===== src/rtl/quant_multi_pkg.sv =====
// rtl/quant_multi_pkg.sv - shared types and lookup helpers for the JPEG quantizer
package quant_multi_pkg;

  typedef enum logic [1:0] {
    SS_420  = 2'd0,
    SS_422  = 2'd1,
    SS_444  = 2'd2,
    SS_GRAY = 2'd3
  } ss_mode_e;

  typedef enum logic [1:0] {
    COMP_Y  = 2'd0,
    COMP_CB = 2'd1,
    COMP_CR = 2'd2
  } comp_e;

  function automatic logic [2:0] blocks_per_mcu(input ss_mode_e m);
    case (m)
      SS_420:  return 3'd6;
      SS_422:  return 3'd4;
      SS_444:  return 3'd3;
      default: return 3'd1;
    endcase
  endfunction

  function automatic logic [2:0] mcu_w_log2(input ss_mode_e m);
    case (m)
      SS_420, SS_422: return 3'd4;
      default:        return 3'd3;
    endcase
  endfunction

  function automatic logic [2:0] mcu_h_log2(input ss_mode_e m);
    case (m)
      SS_420:  return 3'd4;
      default: return 3'd3;
    endcase
  endfunction

  // Chroma blocks are always the last two of an MCU; everything before them is luma.
  function automatic comp_e comp_of(input ss_mode_e m, input logic [2:0] blk);
    logic [2:0] n;
    n = blocks_per_mcu(m);
    if (m == SS_GRAY) return COMP_Y;
    if (blk == n - 3'd1) return COMP_CR;
    if (blk == n - 3'd2) return COMP_CB;
    return COMP_Y;
  endfunction

  function automatic logic signed [31:0] sat_q(input logic signed [63:0] v, input int qw);
    logic signed [63:0] hi;
    logic signed [63:0] lo;
    hi = (64'sd1 <<< (qw - 1)) - 64'sd1;
    lo = -(64'sd1 <<< (qw - 1));
    if (v > hi) return 32'(hi);
    if (v < lo) return 32'(lo);
    return 32'(v);
  endfunction

endpackage


===== src/rtl/quant_multi_if.sv =====
// rtl/quant_multi_if.sv - coefficient in / quantized out stream bundle
interface quant_multi_if #(
  parameter int DW    = 15,
  parameter int QW    = 11,
  parameter int LANES = 2,
  localparam int CW   = $clog2(64 / LANES)
) ();

  logic [LANES-1:0][DW-1:0] di;
  logic                     di_valid;
  logic                     di_hold;
  logic [CW-1:0]            di_cnt;
  logic [LANES-1:0][QW-1:0] q;
  logic                     q_valid;
  logic                     q_hold;
  logic [CW-1:0]            q_cnt;
  logic [1:0]               q_chroma;
  logic                     q_last_mcu;

  modport master (
    output di, di_valid, di_cnt, q_hold,
    input  di_hold, q, q_valid, q_cnt, q_chroma, q_last_mcu
  );

  modport slave (
    input  di, di_valid, di_cnt, q_hold,
    output di_hold, q, q_valid, q_cnt, q_chroma, q_last_mcu
  );

endinterface


===== src/rtl/quant_table_ram.sv =====
// rtl/quant_table_ram.sv - banked reciprocal table, one write port, LANES registered reads
module quant_table_ram #(
  parameter int LANES  = 2,
  parameter int M_BITS = 13,
  parameter int CW     = 5
) (
  input  logic                         clk,
  input  logic                         tw_en,
  input  logic [6:0]                   tw_addr,
  input  logic [M_BITS-1:0]            tw_data,
  input  logic                         rd_en,
  input  logic [CW:0]                  rd_addr,
  output logic [LANES-1:0][M_BITS-1:0] rd_data
);

  localparam int DEPTH = 2 << CW;

  logic [5:0] w_idx;
  logic [CW:0] w_word;

  assign w_idx  = tw_addr[5:0];
  assign w_word = {tw_addr[6], CW'(w_idx / 6'(LANES))};

  // Lane i of a beat always maps to bank i, so every bank reads the same word address.
  for (genvar b = 0; b < LANES; b++) begin : g_bank
    logic [M_BITS-1:0] mem [DEPTH];
    logic [M_BITS-1:0] rd_q;
    logic              w_hit;

    assign w_hit      = tw_en && ((w_idx % 6'(LANES)) == 6'(b));
    assign rd_data[b] = rd_q;

    always_ff @(posedge clk) begin
      if (w_hit) mem[w_word] <= tw_data;
      if (rd_en) rd_q <= mem[rd_addr];
    end
  end

endmodule


===== src/rtl/quant_multi.sv =====
// rtl/quant_multi.sv - two-stage reciprocal quantizer with MCU component / last-block tagging
module quant_multi
  import quant_multi_pkg::*;
#(
  parameter int DW            = 15,
  parameter int QW            = 11,
  parameter int M_BITS        = 13,
  parameter int LANES         = 2,
  parameter int SENSOR_X_SIZE = 1280,
  parameter int SENSOR_Y_SIZE = 720,
  localparam int BEATS        = 64 / LANES,
  localparam int CW           = $clog2(BEATS),
  localparam int XW           = $clog2(SENSOR_X_SIZE),
  localparam int YW           = $clog2(SENSOR_Y_SIZE)
) (
  input  logic              clk,
  input  logic              resetn,
  quant_multi_if.slave      bus,
  input  logic [XW-1:0]     x_size_m1,
  input  logic [YW-1:0]     y_size_m1,
  input  logic [1:0]        ss_mode,
  input  logic              tw_en,
  input  logic [6:0]        tw_addr,
  input  logic [M_BITS-1:0] tw_data
);

  localparam int PW = DW + M_BITS + 1;
  localparam logic signed [PW-1:0] RND = PW'(2 ** (M_BITS - 2));

  logic accept;
  assign accept      = bus.di_valid & ~bus.q_hold;
  assign bus.di_hold = bus.q_hold;

  logic [2:0]    blk_cnt, blk_nx, n_blk;
  logic [XW-1:0] x_mcu, x_nx, x_max, cfg_x, eff_x;
  logic [YW-1:0] y_mcu, y_nx, y_max, cfg_y, eff_y;
  ss_mode_e      cfg_mode, eff_mode;
  comp_e         comp;
  logic          frame_start, blk_last, mcu_last;

  // The first beat of a frame sees the live configuration; later beats see the latched copy.
  assign frame_start = (blk_cnt == 3'd0) && (x_mcu == '0) && (y_mcu == '0) && (bus.di_cnt == '0);

  always_comb begin
    eff_mode = frame_start ? ss_mode_e'(ss_mode) : cfg_mode;
    eff_x    = frame_start ? x_size_m1 : cfg_x;
    eff_y    = frame_start ? y_size_m1 : cfg_y;
    n_blk    = blocks_per_mcu(eff_mode);
    x_max    = eff_x >> mcu_w_log2(eff_mode);
    y_max    = eff_y >> mcu_h_log2(eff_mode);
    blk_last = (blk_cnt == n_blk - 3'd1);
    mcu_last = (x_mcu == x_max) && (y_mcu == y_max);
    comp     = comp_of(eff_mode, blk_cnt);
    blk_nx   = blk_cnt;
    x_nx     = x_mcu;
    y_nx     = y_mcu;
    if (bus.di_cnt == CW'(BEATS - 1)) begin
      if (blk_last) begin
        blk_nx = 3'd0;
        if (x_mcu == x_max) begin
          x_nx = '0;
          y_nx = (y_mcu == y_max) ? '0 : y_mcu + 1'b1;
        end else begin
          x_nx = x_mcu + 1'b1;
        end
      end else begin
        blk_nx = blk_cnt + 3'd1;
      end
    end
  end

  always_ff @(posedge clk or negedge resetn) begin
    if (!resetn) begin
      blk_cnt  <= 3'd0;
      x_mcu    <= '0;
      y_mcu    <= '0;
      cfg_mode <= SS_420;
      cfg_x    <= '0;
      cfg_y    <= '0;
    end else if (accept) begin
      blk_cnt <= blk_nx;
      x_mcu   <= x_nx;
      y_mcu   <= y_nx;
      if (frame_start) begin
        cfg_mode <= ss_mode_e'(ss_mode);
        cfg_x    <= x_size_m1;
        cfg_y    <= y_size_m1;
      end
    end
  end

  logic [LANES-1:0][M_BITS-1:0] f_rd;

  quant_table_ram #(
    .LANES  (LANES),
    .M_BITS (M_BITS),
    .CW     (CW)
  ) u_ram (
    .clk     (clk),
    .tw_en   (tw_en),
    .tw_addr (tw_addr),
    .tw_data (tw_data),
    .rd_en   (accept),
    .rd_addr ({comp != COMP_Y, bus.di_cnt}),
    .rd_data (f_rd)
  );

  logic [LANES-1:0][DW-1:0] di_r;
  logic [CW-1:0]            cnt_r;
  logic [1:0]               chroma_r;
  logic                     last_r;
  logic                     valid_r;

  always_ff @(posedge clk or negedge resetn) begin
    if (!resetn) begin
      di_r     <= '0;
      cnt_r    <= '0;
      chroma_r <= 2'd0;
      last_r   <= 1'b0;
      valid_r  <= 1'b0;
    end else if (!bus.q_hold) begin
      valid_r <= bus.di_valid;
      if (accept) begin
        di_r     <= bus.di;
        cnt_r    <= bus.di_cnt;
        chroma_r <= comp;
        last_r   <= blk_last && mcu_last;
      end
    end
  end

  logic [LANES-1:0][QW-1:0] q_lane;

  // Full-width signed product keeps the round-half-up offset exact before the arithmetic shift.
  for (genvar i = 0; i < LANES; i++) begin : g_lane
    logic signed [PW-1:0] a, b, p, s;
    assign a         = PW'($signed(di_r[i]));
    assign b         = PW'(f_rd[i]);
    assign p         = a * b + RND;
    assign s         = p >>> (M_BITS - 1);
    assign q_lane[i] = QW'(sat_q(64'(s), QW));
  end

  always_ff @(posedge clk or negedge resetn) begin
    if (!resetn) begin
      bus.q          <= '0;
      bus.q_valid    <= 1'b0;
      bus.q_cnt      <= '0;
      bus.q_chroma   <= 2'd0;
      bus.q_last_mcu <= 1'b0;
    end else if (!bus.q_hold) begin
      bus.q          <= q_lane;
      bus.q_valid    <= valid_r;
      bus.q_cnt      <= cnt_r;
      bus.q_chroma   <= chroma_r;
      bus.q_last_mcu <= last_r;
    end
  end

endmodule


===== src/flat_wrapper.sv =====
// flat-port wrapper written by rule: the top's interface ports become plain ports
module quant_multi_flat import quant_multi_pkg::*;
#(
  parameter int DW            = 15,
  parameter int QW            = 11,
  parameter int M_BITS        = 13,
  parameter int LANES         = 2,
  parameter int SENSOR_X_SIZE = 1280,
  parameter int SENSOR_Y_SIZE = 720,
  localparam int BEATS        = 64 / LANES,
  localparam int CW           = $clog2(BEATS),
  localparam int XW           = $clog2(SENSOR_X_SIZE),
  localparam int YW           = $clog2(SENSOR_Y_SIZE)
)
  (clk, resetn, x_size_m1, y_size_m1, ss_mode, tw_en, tw_addr, tw_data, bus_di, bus_di_valid, bus_di_cnt, bus_q_hold, bus_di_hold, bus_q, bus_q_valid, bus_q_cnt, bus_q_chroma, bus_q_last_mcu);
  quant_multi_if #(.DW(DW), .QW(QW), .LANES(LANES)) bus_i ();
  input  logic clk;
  input  logic resetn;
  input  logic [XW-1:0] x_size_m1;
  input  logic [YW-1:0] y_size_m1;
  input  logic [1:0] ss_mode;
  input  logic tw_en;
  input  logic [6:0] tw_addr;
  input  logic [M_BITS-1:0] tw_data;
  input wire logic [$bits(bus_i.di)-1:0] bus_di;
  input wire logic [$bits(bus_i.di_valid)-1:0] bus_di_valid;
  input wire logic [$bits(bus_i.di_cnt)-1:0] bus_di_cnt;
  input wire logic [$bits(bus_i.q_hold)-1:0] bus_q_hold;
  output wire logic [$bits(bus_i.di_hold)-1:0] bus_di_hold;
  output wire logic [$bits(bus_i.q)-1:0] bus_q;
  output wire logic [$bits(bus_i.q_valid)-1:0] bus_q_valid;
  output wire logic [$bits(bus_i.q_cnt)-1:0] bus_q_cnt;
  output wire logic [$bits(bus_i.q_chroma)-1:0] bus_q_chroma;
  output wire logic [$bits(bus_i.q_last_mcu)-1:0] bus_q_last_mcu;
  assign bus_i.di = bus_di;
  assign bus_i.di_valid = bus_di_valid;
  assign bus_i.di_cnt = bus_di_cnt;
  assign bus_i.q_hold = bus_q_hold;
  assign bus_di_hold = bus_i.di_hold;
  assign bus_q = bus_i.q;
  assign bus_q_valid = bus_i.q_valid;
  assign bus_q_cnt = bus_i.q_cnt;
  assign bus_q_chroma = bus_i.q_chroma;
  assign bus_q_last_mcu = bus_i.q_last_mcu;
  quant_multi #(.DW(DW), .QW(QW), .M_BITS(M_BITS), .LANES(LANES), .SENSOR_X_SIZE(SENSOR_X_SIZE), .SENSOR_Y_SIZE(SENSOR_Y_SIZE)) u_core (.clk(clk), .resetn(resetn), .bus(bus_i), .x_size_m1(x_size_m1), .y_size_m1(y_size_m1), .ss_mode(ss_mode), .tw_en(tw_en), .tw_addr(tw_addr), .tw_data(tw_data));
endmodule

===== config.mk =====
export PLATFORM = sky130hd
export DESIGN_NAME = quant_multi_flat
export DESIGN_NICKNAME = d
export VERILOG_FILES = /design/src/rtl/quant_multi_pkg.sv /design/src/rtl/quant_multi_if.sv /design/src/rtl/quant_table_ram.sv /design/src/rtl/quant_multi.sv /design/src/flat_wrapper.sv
export SDC_FILE = /design/constraint.sdc
export NUM_CORES = 2
export LEC_CHECK = 0
export CAP_MARGIN = 20
export CORE_MARGIN = 3
export CORE_UTILIZATION = 35
export DETAILED_ROUTE_END_ITERATION = 10
export GPL_TIMING_DRIVEN = 0
export MAX_ROUTING_LAYER = met4
export REMOVE_ABC_BUFFERS = 1
export SYNTH_ARGS = -nofsm -noshare
export SYNTH_HDL_FRONTEND = slang
export SYNTH_SLANG_ARGS = --single-unit

===== constraint.sdc =====
create_clock -name clk -period 6.2 [get_ports clk]
set_clock_uncertainty 0.05 [all_clocks]
set_input_delay 1.24 -clock clk [delete_from_list [all_inputs] [get_ports clk]]
set_output_delay 1.24 -clock clk [all_outputs]
set_load 0.005 [all_outputs]

# Word-level counts from Yosys, hierarchy flattened
# Memory sizes are Yosys's and may differ from the RTL's. A register that Yosys moved wholly into a read port is not among the register bits.
# Index checks and enable logic that the tools add are counted.
[word_totals]
ff_bits = 117
mem_bits_rw = 1664
in_bits = 83
elab_cells = 103
mem_count = 2
[classes]
add_sub_neg = 7
mul = 2
order_cmp = 4
eq_ne = 8
shift = 2
mux = 39
bitwise_logic = 2
n_reduce_logical = 19
[mem_list]
columns = ["name", "words", "word_bits", "rd", "rd_ports_with_merged_regs", "write_ports", "line_no", "source"]
rows = [
  ["u_core.u_ram.g_bank[0].mem", 64, 13, 1, 1, 1, "quant_table_ram.sv:26", "logic [M_BITS-1:0] mem [DEPTH];"],
  ["u_core.u_ram.g_bank[1].mem", 64, 13, 1, 1, 1, "quant_table_ram.sv:26", ""],
]
[op_table]
columns = ["op", "n"]
rows = [
  ["11-bit 2-to-1 mux", 10],
  ["29-bit by 13-bit adder with 29-bit output, second input constant", 2],
  ["15-bit by 14-bit multiplier with 29-bit output", 2],
  ["17-bit by 11-bit greater-than comparator with 1-bit output, second input constant", 2],
  ["17-bit by 11-bit less-than comparator with 1-bit output, second input constant", 2],
  ["10-bit 2-to-1 mux", 2],
  ["1-bit 2-to-1 mux", 16],
  ["2-bit 2-to-1 mux", 7],
  ["11-bit by 1-bit adder with 11-bit output, second input constant", 1],
  ["11-bit == test", 1],
  ["11-bit zero test", 1],
  ["11-bit by 3-bit right shift with 11-bit output", 1],
  ["10-bit by 1-bit adder with 10-bit output, second input constant", 1],
  ["10-bit == test", 1],
  ["10-bit zero test", 1],
  ["10-bit by 3-bit right shift with 10-bit output", 1],
  ["3-bit 2-to-1 mux", 3],
  ["3-bit case mux with 3 select lines", 1],
  ["1-bit logical AND", 7],
  ["3-bit == test", 2],
  ["6-bit zero test", 1],
  ["5-bit == test, second input constant", 1],
  ["5-bit zero test", 1],
  ["2-bit == test, second input constant", 2],
  ["other kinds (13)", 14],
]

# Logic depth before layout (Yosys ltp)
[logic_depth]
depth_word = 17
depth_mapped = 24

# By module
# Synthesis repeated with hierarchy kept, for this count alone.
[unflattened]
cells_unflattened = 5376
hier_area_um2 = 86500.5
[modules_own_cells]
columns = ["module", "n_inst", "cells_per_inst", "area_each_um2"]
rows = [
  ["quant_table_ram", 1, 3025, 65268.8],
  ["quant_multi", 1, 2351, 21231.6],
]

# Least setup slack after synthesis
# OpenSTA, ideal clock, no wires.
[synth_timing]
path_kind = "reg-to-reg"
startpoint = "reg u_core.u_ram.g_bank[0].rd_q[2], read port of u_core.u_ram.g_bank[0].mem"
endpoint = "reg u_core.bus.q[9]"
setup_time_ns = 0.158
arrival_time_ns = 6.418
t_required_ns = 5.992
slack_ns = -0.426
path_stages_with_launch = 25
path_buffers = 2
period_less_slack_ns = 6.626
cell_sequence = "edfxtp_1 > clkbuf_1 > nand2_1 > inv_1 > fa_1 > inv_1 > fa_1 > inv_1 > fa_1 > fa_1 > fa_1 > inv_1 > fa_1 > inv_1 > ha_1 > clkbuf_1 > o21ai_0 > a21boi_0 > o311a_1 > a21oi_2 > o211ai_1 > a311o_1 > xnor2_1 > a31oi_1 > o22ai_1"
[synth_between]
elab_chain_cells = 7
elab_cells_between_ends = 10
[synth_lines]
columns = ["element", "line_no", "source"]
rows = [
  ["start, declared", "quant_table_ram.sv:27", "logic [M_BITS-1:0] rd_q;"],
  ["15-bit by 14-bit multiplier with 29-bit output (*)", "quant_multi.sv:139", "assign p = a * b + RND;"],
  ["29-bit by 13-bit adder with 29-bit output (*)", "quant_multi.sv:139", ""],
  ["17-bit by 11-bit less-than comparator with 1-bit output", "quant_multi_pkg.sv:56", "if (v < lo) return 32'(lo);"],
  ["1-bit 2-to-1 mux (2 in a row)", "quant_multi_pkg.sv:56", ""],
  ["11-bit 2-to-1 mux", "quant_multi_pkg.sv:57", "return 32'(v);"],
  ["11-bit 2-to-1 mux (*)", "quant_multi_pkg.sv:56", ""],
  ["end signal, assigned", "quant_multi.sv:152", "bus.q <= q_lane;"],
  ["end, declared", "quant_multi_if.sv:27", "output di_hold, q, q_valid, q_cnt, q_chroma, q_last_mcu"],
]
# Every way passes the cells marked *; elsewhere a longest branch is shown, timed or not. The select of a mux whose other input is x is not followed.
# A chain may end at the register's enable or synchronous reset.

# Final worst setup path
[layout_timing]
startpoint = "reg u_core.u_ram.g_bank[1].rd_q[3], read port of u_core.u_ram.g_bank[1].mem"
endpoint = "reg u_core.bus.q[17]"
[layout_between]
elab_chain_cells = 7
elab_cells_between_ends = 10
[layout_lines]
columns = ["element", "line_no"]
rows = [
  ["start, declared", "quant_table_ram.sv:27"],
  ["15-bit by 14-bit multiplier with 29-bit output (*)", "quant_multi.sv:139"],
  ["29-bit by 13-bit adder with 29-bit output (*)", "quant_multi.sv:139"],
  ["17-bit by 11-bit less-than comparator with 1-bit output", "quant_multi_pkg.sv:56"],
  ["1-bit 2-to-1 mux (2 in a row)", "quant_multi_pkg.sv:56"],
  ["11-bit 2-to-1 mux", "quant_multi_pkg.sv:57"],
  ["11-bit 2-to-1 mux (*)", "quant_multi_pkg.sv:56"],
]
# Marked as above.

==> out/metrics.csv <==
metric,value,unit
outcome,"finished, violations left",
violations,negative setup slack,
pre_cts_slack,-1.77,ns
synth_most_common_cell,edfxtp_1,
hold_class,primary input to async pin,
clk_latency,0.83,ns
crit_path_top_delay_cell,fa_1,
setup_viol,22,
start_kind,register,
synth_warnings,0,
drt-initial-drc-count,3937,
rsz0062_at_grt,yes,
seq_area_frac_synth,62.3,%
ys_seq_elements,1801,
maxSlewViolCount,0,
crit_fanout,7,
synth_edf_count,1690,
worstSetupEndpointType,register,
critPathTopFamily,adder cells,
grt_pass1_vias,46754,
synth_common_cells,"edfxtp_1 (1690), inv_1 (554), mux4_2 (457)",
drcViolationCount,0,
multi_input_area,30000,um2
clk_path_buf_depth,3,
fp.dieW,501,um
crit_chain,buf_6 -> and2_1 -> fa_1 -> inv_1 -> fa_1 -> inv_1 -> fa_1 -> fa_1 -> fa_1 -> inv_1 -> fa_1 -> inv_1 -> ha_2 -> a21oi_1 -> a21boi_0 -> a311o_1 -> a32oi_2 -> a311oi_2 -> a211oi_2 -> a31oi_2 -> o41ai_4 -> buf_4 -> o22ai_2,
rows,181,
netlist_top_cells_area,"edfxtp_1 (59%), mux4_2 (12%), fa_1 (8.9%), dfrtp_1 (3.2%), ha_1 (2.5%)",
critPathRequiredTime,6.83,ns
post-route-min-period,6.80,ns
antenna_found_initial,11,
crit_type,register to register,
wl_per_cell,23.1,um
boundaryPins,115,
hpwl,132000,um
grt_start_max_net_pins,97,
critPathMostFrequentCell,fa_1,
grt_first_pass_wirelength,307000,um
async_reset_ff_share,6.16,%
worst_slack,-0.602,ns
p_per_area,495,nW/um2
leakagePower,35.3,nW
synth_top_area_share,59.1,%
slowest_delay,0.56,ns
clock-sinks,1801,
ant_nets,0,
via_per_inst,5.11,
ff_latch_area,53600,um2
slew-limit-headroom,26.1,%
ir_drop,0.00164,V
drv_cap,0,
place_congestion,0.797,
holdWs,0.270,ns
cts.htree.levels,4,
arrival,7.43,ns
max_freq,147,MHz
hold_viol,0,
floorplan.initialDensity,35.2,%
finalPower,49.1,mW
syn_area,85900,um2
design.core.area,244000,um2
yosysTopAreaCell,edfxtp_1,
die_h,501,um
overflow,0,
track_usage,16.7,%
fillers,21691,
synthCells,5129,
tritoncts,built,
dr.pass1.iters,5,
crit_buf_inv,6,
tightestPinTransition,1.10,ns
period_share,110,%
final_util,40.7,%
vias,44749,
io_buffers,108,
wl,203000,um
final_nets,6042,
yosysUniqueCellTypes,76,
area_growth,15.5,%
synthFlopType,edfxtp_1,
cts_buffers,178,
clkTransAtPathRegs,0.07,ns
avgSynthCellArea,16.7,um2
clock-root-buffer,clkbuf_16,
die_area,251000,um2
drive_above_1_share,21.5,%
[routing by layer]
layer	share of wire (%)	global-route usage [%]	vias up
met5	0	-	-
met4	2.4	4.50	0
met3	5.8	2.59	315
met2	48	26.3	1254
met1	44	22.6	23645
li1	-	-	19535
[through the flow]
stage / cells / TNS, ns / cell area, um2
5_1_grt: 8760 / -15.09 / 99200
3_5_place_dp: 8341 / -37.53 / 92000
6_report: 8761 / -9.81 / 99200
4_1_cts: 8741 / -10.26 / 99000
3_3_place_gp: 8191 / -2183.28 / 89900
2_1_floorplan: 4881 / -7.26 / 84900
[layout make-up]
class	count	share of cell area [%]
antenna	8	0.0202
tap	3202	4.04
sequential	1801	54.0
clock buffer	210	4.65
inverter	555	2.11
timing repair buffer	347	3.89
multi-input combinational	2525	30.2
clock inverter	113	1.08
[kinds of logic (layout without fill, tap and decap cells)]
| group | after synthesis | after routing | share of synthesized area (%) |
|---|---|---|---|
| multiplexers | 616 | 616 | 13.9 |
| adder cells (fa/ha/maj) | 551 | 551 | 11.4 |
| AND/OR/NAND/NOR | 927 | 927 | 5.32 |
| XOR/XNOR | 73 | 73 | 0.745 |
| AO/OA/AOI/OAI | 358 | 358 | 2.73 |
| other | 0 | 8 | 0 |
| flip-flops | 1801 | 1801 | 62.3 |
| buffers and inverters | 803 | 1225 | 3.61 |
[path summary, 6_finish.rpt]
check / from / endpoint / slack (ns) / depth (start not counted)
worst max-delay path: u_core.u_ram.g_bank[1].rd_q[3] / u_core.bus.q[17] / -0.60 / 23
worst min-delay path: resetn / u_core.bus.q[0] / 0.27 / 1
worst max register to register: u_core.u_ram.g_bank[1].rd_q[3] / u_core.bus.q[17] / -0.60 / 23
worst min register to register: u_core.x_mcu[10] / u_core.x_mcu[10] / 0.42 / 1
max in group asynchronous: resetn / u_core.cfg_y[7] / 5.02 / 2
min in group clk: u_core.x_mcu[10] / u_core.x_mcu[10] / 0.42 / 1
[registers in the layout, summed over array words and instances (netlist names), 2 cells and up]
signal                    flops
u_core.bus.q                 22
u_core.u_ram.g_bank.mem    1664
u_core.x_mcu                 11
u_core.di_r                  30
u_core.y_mcu                 10
u_core.blk_cnt                3
u_core.cnt_r                  5
u_core.cfg_y                  7
u_core.cfg_x                  8
u_core.bus.q_chroma           2
u_core.chroma_r               2
u_core.bus.q_cnt              5
u_core.cfg_mode               2
u_core.u_ram.g_bank.rd_q     26
[timing repair]
item                       in CTS  in global routing
setup endpoints to repair      22                 22
hold buffers                    0                  0
gates resized for setup       133                 49
pin swaps                      71                 44
gates cloned                    3                  1
setup buffers                  75                 16
[power by group]
part	switching, mW	internal (mW)	total [mW]
combinational	13.0	11.7	24.7
sequential	0.213	13.6	13.8
clock	4.70	5.87	10.6
[cells in the final DEF (no fill, tap or decap), drive strengths merged, types with 19 or more instances in the layout]
cell / Yosys / routed
mux2: 42 / 42
mux2i: 117 / 117
mux4: 457 / 457
o22ai: 49 / 49
o221ai: 35 / 35
a211oi: 23 / 23
a21oi: 90 / 90
nand3: 23 / 23
dfrtp: 111 / 111
xor2: 23 / 23
buf: 89 / 258
nand2: 316 / 316
clkinv: 1 / 80
nor2: 232 / 232
and2: 246 / 246
o21ai: 81 / 81
edfxtp: 1690 / 1690
inv: 554 / 566
clkdlybuf4s50: 0 / 89
nor2b: 19 / 19
ha: 169 / 169
clkbuf: 159 / 210
fa: 382 / 382
xnor2: 50 / 50
No activity file was read; power rests on OpenSTA's default activity.
